===== config.mk =====
export PLATFORM = sky130hd
export DESIGN_NAME = enc_rr_arbiter4
export DESIGN_NICKNAME = d
export VERILOG_FILES = /design/src/rtl/enc_rr_arbiter4.sv
export SDC_FILE = /design/constraint.sdc
export NUM_CORES = 1
export LEC_CHECK = 0
export ABC_AREA = 0
export BUFFER_PORTS_ARGS = -buffer_cell sky130_fd_sc_hd__buf_2
export CAP_MARGIN = 5
export CORE_MARGIN = 1
export CORE_UTILIZATION = 40
export CTS_CLUSTER_SIZE = 8
export DETAILED_ROUTE_END_ITERATION = 6
export MAX_ROUTING_LAYER = met4
export PLACE_DENSITY = 0.59
export SYNTH_ARGS = -nofsm -noshare
export SYNTH_HDL_FRONTEND = slang
export SYNTH_SLANG_ARGS = --single-unit

===== constraint.sdc =====
create_clock -name clk_i -period 1.8 [get_ports clk_i]
set_input_delay 0.54 -clock clk_i [delete_from_list [all_inputs] [get_ports clk_i]]
set_output_delay 0.54 -clock clk_i [all_outputs]
set_load 0.1 [all_outputs]

===== src/rtl/enc_rr_arbiter4.sv =====
// Four-way round-robin arbiter with registered one-hot grant, encoded index and valid.
// Optional hold-time preemption is enabled by defining ARB_TIMEOUT_EN.
module enc_rr_arbiter4 #(
    parameter int HOLD_MAX = 8,
    parameter int CNT_W    = 8
) (
    input  logic       clk_i,
    input  logic       rst_ni,
    input  logic       en_i,
    input  logic [3:0] req_i,
    output logic [3:0] grant_o,
    output logic [1:0] grant_idx_o,
    output logic       grant_valid_o
);

    typedef enum logic {
        IDLE,
        GRANT
    } state_e;

    state_e     state_q, state_d;
    logic [1:0] lastPtr_q, lastPtr_d;
    logic [3:0] grant_q, grant_d;
    logic [1:0] grantIdx_q, grantIdx_d;
    logic       grantValid_q, grantValid_d;

    logic [3:0] otherReq;
    logic       ownerReq;
    logic       anyReq;
    logic       anyOther;
    logic [1:0] winnerAll;
    logic [1:0] winnerOther;

    // Same mapping as the team's 4:2 encoder; zero maps to index 0.
    function automatic logic [1:0] encode4(input logic [3:0] oneHot);
        logic [1:0] idx;
        idx = 2'd0;
        case (oneHot)
            4'b0010: idx = 2'd1;
            4'b0100: idx = 2'd2;
            4'b1000: idx = 2'd3;
            default: idx = 2'd0;
        endcase
        return idx;
    endfunction

    // Walk from the farthest candidate back to ptr+1 so the nearest set bit wins.
    function automatic logic [1:0] rrPick(input logic [3:0] r, input logic [1:0] ptr);
        logic [1:0] pick;
        logic [1:0] cand;
        pick = ptr + 2'd1;
        for (int k = 4; k >= 1; k--) begin
            cand = ptr + 2'(k);
            if (r[cand]) begin
                pick = cand;
            end
        end
        return pick;
    endfunction

    assign otherReq    = req_i & ~grant_q;
    assign ownerReq    = |(req_i & grant_q);
    assign anyReq      = |req_i;
    assign anyOther    = |otherReq;
    assign winnerAll   = rrPick(req_i, lastPtr_q);
    assign winnerOther = rrPick(otherReq, lastPtr_q);

`ifdef ARB_TIMEOUT_EN
    logic [CNT_W-1:0] holdCnt_q, holdCnt_d;
    logic             holdExpired;

    assign holdExpired = (holdCnt_q == CNT_W'(HOLD_MAX - 1));

    always_comb begin
        state_d   = state_q;
        lastPtr_d = lastPtr_q;
        grant_d   = grant_q;
        holdCnt_d = holdCnt_q;
        case (state_q)
            IDLE: begin
                holdCnt_d = '0;
                grant_d   = 4'b0000;
                if (en_i && anyReq) begin
                    state_d   = GRANT;
                    lastPtr_d = winnerAll;
                    grant_d   = 4'b0001 << winnerAll;
                end
            end
            GRANT: begin
                if (ownerReq) begin
                    if (holdExpired) begin
                        holdCnt_d = '0;
                        if (en_i && anyOther) begin
                            lastPtr_d = winnerOther;
                            grant_d   = 4'b0001 << winnerOther;
                        end
                    end else if (holdCnt_q != {CNT_W{1'b1}}) begin
                        holdCnt_d = holdCnt_q + 1'b1;
                    end
                end else begin
                    holdCnt_d = '0;
                    if (en_i && anyOther) begin
                        lastPtr_d = winnerOther;
                        grant_d   = 4'b0001 << winnerOther;
                    end else begin
                        state_d = IDLE;
                        grant_d = 4'b0000;
                    end
                end
            end
            default: begin
                state_d = IDLE;
                grant_d = 4'b0000;
            end
        endcase
    end

    always_ff @(posedge clk_i or negedge rst_ni) begin
        if (!rst_ni) begin
            holdCnt_q <= '0;
        end else begin
            holdCnt_q <= holdCnt_d;
        end
    end
`else
    always_comb begin
        state_d   = state_q;
        lastPtr_d = lastPtr_q;
        grant_d   = grant_q;
        case (state_q)
            IDLE: begin
                grant_d = 4'b0000;
                if (en_i && anyReq) begin
                    state_d   = GRANT;
                    lastPtr_d = winnerAll;
                    grant_d   = 4'b0001 << winnerAll;
                end
            end
            GRANT: begin
                // With en low a release always drops to IDLE rather than handing off.
                if (!ownerReq) begin
                    if (en_i && anyOther) begin
                        lastPtr_d = winnerOther;
                        grant_d   = 4'b0001 << winnerOther;
                    end else begin
                        state_d = IDLE;
                        grant_d = 4'b0000;
                    end
                end
            end
            default: begin
                state_d = IDLE;
                grant_d = 4'b0000;
            end
        endcase
    end
`endif

    assign grantIdx_d   = encode4(grant_d);
    assign grantValid_d = |grant_d;

    // lastPtr resets to 3 so requester 0 is scanned first after reset.
    always_ff @(posedge clk_i or negedge rst_ni) begin
        if (!rst_ni) begin
            state_q      <= IDLE;
            lastPtr_q    <= 2'd3;
            grant_q      <= 4'b0000;
            grantIdx_q   <= 2'd0;
            grantValid_q <= 1'b0;
        end else begin
            state_q      <= state_d;
            lastPtr_q    <= lastPtr_d;
            grant_q      <= grant_d;
            grantIdx_q   <= grantIdx_d;
            grantValid_q <= grantValid_d;
        end
    end

    assign grant_o       = grant_q;
    assign grant_idx_o   = grantIdx_q;
    assign grant_valid_o = grantValid_q;

`ifndef SYNTHESIS
    grantOneHot: assert property (@(posedge clk_i) disable iff (!rst_ni) $onehot0(grant_q));
    grantIdxMatch: assert property (@(posedge clk_i) disable iff (!rst_ni)
        grantIdx_q == encode4(grant_q));
    grantValidMatch: assert property (@(posedge clk_i) disable iff (!rst_ni)
        grantValid_q == (|grant_q));
`endif

endmodule


==> run_results.csv, run 1 <==
group,metric,value,unit
layout,drive_gt1_share,64.12,%
placement,hpwlAfterDp,1733,µm
sta,timing.final.hold_violations,0,
run_status,failed_checks,"negative setup slack",
logic_synthesis,synth.area.top_cells,"dfrtp_1 (24%), dfstp_2 (6.3%), nand2b_1 (3.8%)",
cts,clk_path_buf_depth,2,
cts,cts_buffers,3,
critical_path,r2r_cells,7,
logic_synthesis,avgSynthCellArea,9.203,µm²
sta,timing.setup.tns,-0.8611,ns
floorplanning,dieArea,2257,µm²
pwr,pwr-share-seq,17.2,%
route,drt-vias-per-instance,5.741,
floorplanning,die_h,47.51,µm
placement,gp_congestion,0.8121,
critical_path,regToRegStartpoint,"lastPtr_q[0]",
logic_synthesis,synthCells,90,
cts,clockRootBuffer,"clkbuf_4",
route,drc,0,
critical_path,worstSetupPathType,"reg2reg",
placement,place_area,1135,µm²
floorplanning,ioPinCount,14,
logic_synthesis,synthMuxAreaShare,0,%
logic_synthesis,synth_top_area_share,24.17,%
logic_synthesis,synth.cell_area,828.3,µm²
sta,fin_crit,2.024,ns
run_status,status,"complete, but fails checks",
logic_synthesis,synth_top_area_cell,"dfrtp_1",
logic_synthesis,yosysWarnings,0,
route,first_pass_iters,4,
critical_path,reg2reg_to,"grant_valid_o",
cts,clk_pin_slew,0.07,ns
critical_path,startpoint_type,"register",
logic_synthesis,synth_cell_types,47,
critical_path,endpoint_kind,"register",
hold_path,min_path_type,"in2async",
route,routed-via-count,907,
job,cap_viol_max_count,0,
route,drt-total-wl,2596,µm
pwr,p_int,1.383,mW
route,wl_per_cell,16.43,µm
logic_synthesis,synth_compound_area_share,36.25,%
sta,slew_violations,0,
layout,area_delta_synth_final,62.08,%
pwr,p_sw,1.418,mW
cts,clk_latency,0.26,ns
sta,max_freq,494.1,MHz
logic_synthesis,yosysSeqAreaShare,30.51,%
pwr,p_per_area,2086,nW/µm²
logic_synthesis,synth_xor_area_share,1.964,%
floorplanning,core,1962,µm²
sta,tightest_slew,0.5554,ns
floorplanning,start_util,42.22,%
layout,insertedDiodeCount,0,
global_routing,antenna_found_initial,0,
global_routing,grt_max_degree,11,
layout,design_area,1343,µm²
logic_synthesis,synthesis.nets,97,
global_routing,grt_use_total,25.30,%
critical_path,cp.required,1.94,ns
pwr,p_comb_share,77.0,%
cts,clkSinkCount,10,
pwr,power_leakage,0.6053,nW
sta,setup_ws,-0.2238,ns
logic_synthesis,synth_top_family_by_area,"compound AO/OA/AOI/OAI gates",
cts,tritoncts,"built",
critical_path,cp-endpoint,"grant_valid_o",
pwr,clkPwrFrac,5.8,%
sta,max-slew-margin-rel,62.81,%
sta,setup_viol,5,
critical_path,crit_fanout,4,
logic_synthesis,ys_ff_latch,10,
route,drtIter0Drc,24,
floorplanning,die_w,47.51,µm
pwr,ir_drop,1.395,mV
global_routing,grt-ovfl-total,0,
cts,h-tree-depth,1,
route,drtAntennaViolNets,0,
sta,finClkSkew,0.008668,ns
global_routing,grt_pass1_vias,876,
critical_path,r2r_slack,-0.22,ns
sta,rsz0062_at_grt,"yes",
layout,finish.net_count,139,
critical_path,critPathArrivalTime,2.16,ns
logic_synthesis,synth_fa_ha_area_share,0,%
logic_synthesis,yosys.area_share.simple,26.59,%
critical_path,cp-startpoint,"lastPtr_q[0]",
pwr,swShare,50.64,%
sta,min_period_over_period,112.4,%
placement,port-buffer-count,13,
floorplanning,rows,16,
global_routing,grt_pass1_wl,3781,µm
[timing repair]
item	4_1_cts	5_1_grt
setup buffers	5	1
hold buffers	0	0
endpoints found under the setup margin	5	10
pin swaps	9	3
gates resized for setup	11	16
[metrics by stage]
| stage | power [mW] | hold slack (ns) | setup WS (ns) | utilization (%) | cells |
|---|---|---|---|---|---|
| floorplan | 1.687 | 0.2444 | -0.2234 | - | 90 |
| global placement | 2.263 | 0.4122 | -0.3425 | 57.84 | 148 |
| detailed placement | 2.279 | 0.4145 | -0.3767 | 57.84 | 148 |
| CTS | 2.646 | 0.1274 | -0.2029 | 64.60 | 157 |
| global route | 2.959 | 0.1341 | -0.3193 | 68.43 | 158 |
| finish | 2.801 | 0.1274 | -0.2238 | 68.43 | 158 |
[layout make-up]
class	instances	area, µm²
tap	27	33.78
sequential	10	267.8
clock buffer	4	26.28
inverter	4	15.01
fill	174	619.3
timing repair buffer	40	311.5
multi-input combinational	73	688.2
[critical path: stages (launching register included)]
cell and delay, ns:
dfstp_2 0.57, nand2b_4 0.14, a21oi_2 0.06, a211o_1 0.32, a32o_2 0.30, nor2_4 0.13, inv_2 0.05, or3_1 0.33
[placed cells by master, fill, tap and decap left out, drive strengths merged, types with 2 or more instances in the layout]
master	synthesis	final
clkbuf	0	5
dfstp	2	2
inv	4	4
a32oi	3	3
o211ai	2	2
a311oi	2	2
and2b	3	3
nor2	4	4
o221ai	2	2
or3	3	3
buf	3	39
nand2b	5	5
and3	3	3
nand3	5	5
a32o	2	2
dfrtp	8	8
nand2	8	8
o21ai	5	5
a211oi	3	3
a22oi	2	2
a21oi	4	4
a211o	3	3
[worst min path at each step]
stage | from | end | slack, ns | cells past startpoint
2_1_floorplan | rst_ni | grant_idx_o[0] | 0.24 | 0
3_3_place_gp | rst_ni | grant_o[3] | 0.41 | 1
3_5_place_dp | rst_ni | grant_valid_o | 0.41 | 1
4_1_cts | rst_ni | grant_o[0] | 0.13 | 1
5_1_grt | rst_ni | grant_o[0] | 0.13 | 1
6_report | rst_ni | grant_o[0] | 0.13 | 1
[synth_stat cells, drive strengths merged]
| library cell | count |
|---|---|
| xnor2 | 1 |
| buf | 3 |
| o21bai | 1 |
| o211ai | 2 |
| o211a | 1 |
| a32oi | 3 |
| a21oi | 4 |
| and3 | 3 |
| or2b | 1 |
| a211o | 3 |
| nand2b | 5 |
| a221oi | 1 |
| nand3 | 5 |
| and2b | 3 |
| nor2b | 1 |
| dfrtp | 8 |
| a32o | 2 |
| a21o | 1 |
| and2 | 1 |
| a22oi | 2 |
| or3 | 3 |
| o221ai | 2 |
| a41oi | 1 |
| a311oi | 2 |
| nand2 | 8 |
| nor3 | 1 |
| o2111a | 1 |
| nor3b | 1 |
| dfstp | 2 |
| nor2 | 4 |
| inv | 4 |
| nor4 | 1 |
| o21ai | 5 |
| a211oi | 3 |
| o22ai | 1 |
[power by group through the flow]
stage	combinational (mW)	clock [mW]	sequential, mW
2_1_floorplan	0.820	0	0.867
3_3_place_gp	1.78	0	0.484
3_5_place_dp	1.79	0	0.486
4_1_cts	2.01	0.165	0.472
5_1_grt	2.29	0.181	0.492
6_report	2.16	0.162	0.483
[metal layers]
metal / share of wire, % / global-route usage [%] / routed length [µm] / vias to the layer above
li1: - / - / - / 438
met1: 40 / 27.10 / 1034 / 443
met2: 56 / 46.85 / 1461 / 22
met3: 2.5 / 3.774 / 64 / 4
met4: 1.4 / 8.571 / 36 / 0
met5: 0 / - / 0 / -
[flip-flops by register name, summed over array words and instances, names as in the netlist]
name and flops:
grant_o 4, grant_idx_o 2, lastPtr_q 2, grant_valid_o 1, state_q 1
[kinds of logic (layout without fill, tap and decap cells)]
group,count (synthesis),count (layout)
XOR/XNOR,1,1
AO/OA/AOI/OAI,35,35
flip-flops,10,10
AND/OR/NAND/NOR,37,37
buffers and inverters,7,48
(Power assumes the default switching activity.)
==> run 2: changes to the inputs <==
ABC_CLOCK_PERIOD_IN_PS = 1800   (was default)
SETUP_SLACK_MARGIN = 0.4   (was default)
==> run 2 against run 1 <==
The flow still finishes with violations (negative setup slack); worst hold slack worse by 0.020 ns; sequential share of layout area is 2.1 points lower; first-iteration DRC count is 50% lower; critical path type unchanged; critical endpoint is now state_q.
==> run_results.csv, run 2 (synthesis gave the netlist of run 1 again) <==
group,metric,value,unit
run_status,status,"complete, but fails checks",
run_status,failed_checks,"negative setup slack",
route,drt-total-wl,3028,µm
critical_path,critical-path-top-delay-family,"compound AO/OA/AOI/OAI gates",
sta,max-slew-margin-rel,61.50,%
route,first_pass_iters,4,
pwr,ir_drop,1.375,mV
global_routing,grt_pass1_vias,972,
floorplanning,ioPinCount,14,
layout,largest_reg_flops,4,
critical_path,slowest_delay,0.61,ns
layout,final_common_cell,"buf_4",
floorplanning,die_h,47.51,µm
cts,clkSinkCount,10,
floorplanning,dieArea,2257,µm²
layout,area_delta_synth_final,82.02,%
critical_path,worstSetupPathType,"reg2reg",
critical_path,regToRegStartpoint,"lastPtr_q[0]",
layout,drive_gt1_share,70.07,%
floorplanning,die_w,47.51,µm
hold_path,min_path_type,"in2async",
sta,min_period_over_period,116.7,%
global_routing,grt-ovfl-total,0,
layout,fillers,140,
layout,insertedDiodeCount,0,
sta,finClkSkew,0.01659,ns
sta,rsz0062_at_grt,"yes",
cts,h-tree-depth,1,
cts,clk_path_buf_depth,2,
critical_path,critPathArrivalTime,2.27,ns
cts,cts_buffers,3,
pwr,power_leakage,0.6569,nW
placement,port-buffer-count,13,
pwr,p_per_area,2119,nW/µm²
critical_path,crit_fanout,6,
layout,final_core_util,76.85,%
critical_path,cp-startpoint,"lastPtr_q[0]",
sta,max_freq,476.2,MHz
critical_path,cp_num_buf_inv,1,
sta,timing.final.hold_violations,0,
route,drc,0,
floorplanning,start_util,42.22,%
placement,place_ws,-0.3790,ns
critical_path,crit_chain,"a311oi_1 -> a211o_1 -> a32o_2 -> nor2_2 -> inv_2 -> or3_1",
sta,setup_viol,5,
layout,fin_cells,164,
cts,clockRootBuffer,"clkbuf_4",
sta,setup_ws,-0.2999,ns
route,drtAntennaViolNets,0,
sta,tightest_slew,0.5750,ns
global_routing,grt_pass1_wl,4409,µm
cts,clk_pin_slew,0.09,ns
route,wl_per_cell,18.46,µm
global_routing,antenna_found_initial,0,
placement,post-place-cells,148,
route,drt-vias-per-instance,5.787,
critical_path,endpoint_kind,"register",
job,cap_viol_max_count,0,
global_routing,grt_use_total,29.64,%
sta,slew_violations,0,
placement,gp_congestion,0.8991,
cts,tritoncts,"built",
placement,hpwlAfterDp,1835,µm
global_routing,grtUsageMet3,4.151,%
global_routing,use_met2,53.97,%
floorplanning,rows,16,
global_routing,top_usage_layer,"met2",
route,routed-via-count,949,
critical_path,cp.required,1.97,ns
critical_path,startpoint_type,"register",
critical_path,slowest_stage,"dfstp_2",
sta,fin_crit,2.100,ns
route,drtIter0Drc,12,
global_routing,grt_util_met1,31.86,%
global_routing,grt_max_degree,11,
layout,finish.net_count,145,
layout,most-common-layout-cells,"buf_4 (26), nand2_1 (8), buf_12 (7), buf_6 (7), buf_2 (6)",
floorplanning,core,1962,µm²
cts,clk_latency,0.28,ns
run 2: cell count changes in the layout (fill, tap and decap cells not counted), moves of 2 or more:
cell	previous run	this run
a21oi_1	2	0
a21oi_2	2	4
and2b_1	2	0
buf_12	2	7
buf_2	10	6
buf_4	24	26
buf_6	3	7
nand3_1	4	2
nand3_2	1	3
run 2: per-layer routing:
metal	share of wire (%)	up-vias
met5	0	-
met4	1.8	0
met3	2.9	8
met2	56	32
met1	39	461
li1	-	448
run 2: power breakdown:
part	leakage (nW)	switching (mW)	internal [mW]	total (mW)
clock	0.0210	0.0966	0.123	0.220
combinational	0.518	1.32	1.15	2.47
sequential	0.118	0.139	0.367	0.506
run 2: area by class of cell:
| class | instances | area, µm² | share of cell area (%) |
|---|---|---|---|
| multi-input combinational | 73 | 709.4 | 47.05 |
| inverter | 4 | 15.01 | 0.9958 |
| tap | 27 | 33.78 | 2.241 |
| timing repair buffer | 46 | 444.2 | 29.46 |
| clock buffer | 4 | 36.28 | 2.407 |
| sequential | 10 | 269.0 | 17.84 |
run 2: repair_timing:
action                                  CTS  global route
endpoints found under the setup margin   17            17
gates resized for setup                  33            22
gates cloned                              0             0
pin swaps                                 8            11
setup buffers                            10             2
hold buffers                              0             0
run 2: per-stage QoR:
step	setup TNS, ns	power [mW]	area (µm²)	hold WS [ns]
floorplan	-0.8991	1.692	873.3	0.2444
detailed placement	-2.089	2.290	1136	0.4187
global route	-1.552	3.330	1508	0.1313
CTS	-0.9779	2.900	1389	0.1273
global placement	-1.849	2.267	1136	0.4110
finish	-1.390	3.196	1508	0.1069
run 2: worst register-to-register path, stage by stage (launching register included):
cell	delay (ns)
dfstp_2	0.61
a311oi_1	0.17
a211o_1	0.37
a32o_2	0.29
nor2_2	0.14
inv_2	0.06
or3_1	0.35
run 2: worst paths after layout:
path	end	slack [ns]	cells after the start
setup / recovery	state_q	-0.30	6
hold / removal	grant_o[3]	0.11	1
setup reg to reg	state_q	-0.30	6
hold reg to reg	lastPtr_q[0]	0.66	3
max in group asynchronous	lastPtr_q[1]	1.43	1
min in group clk_i	lastPtr_q[0]	0.66	3
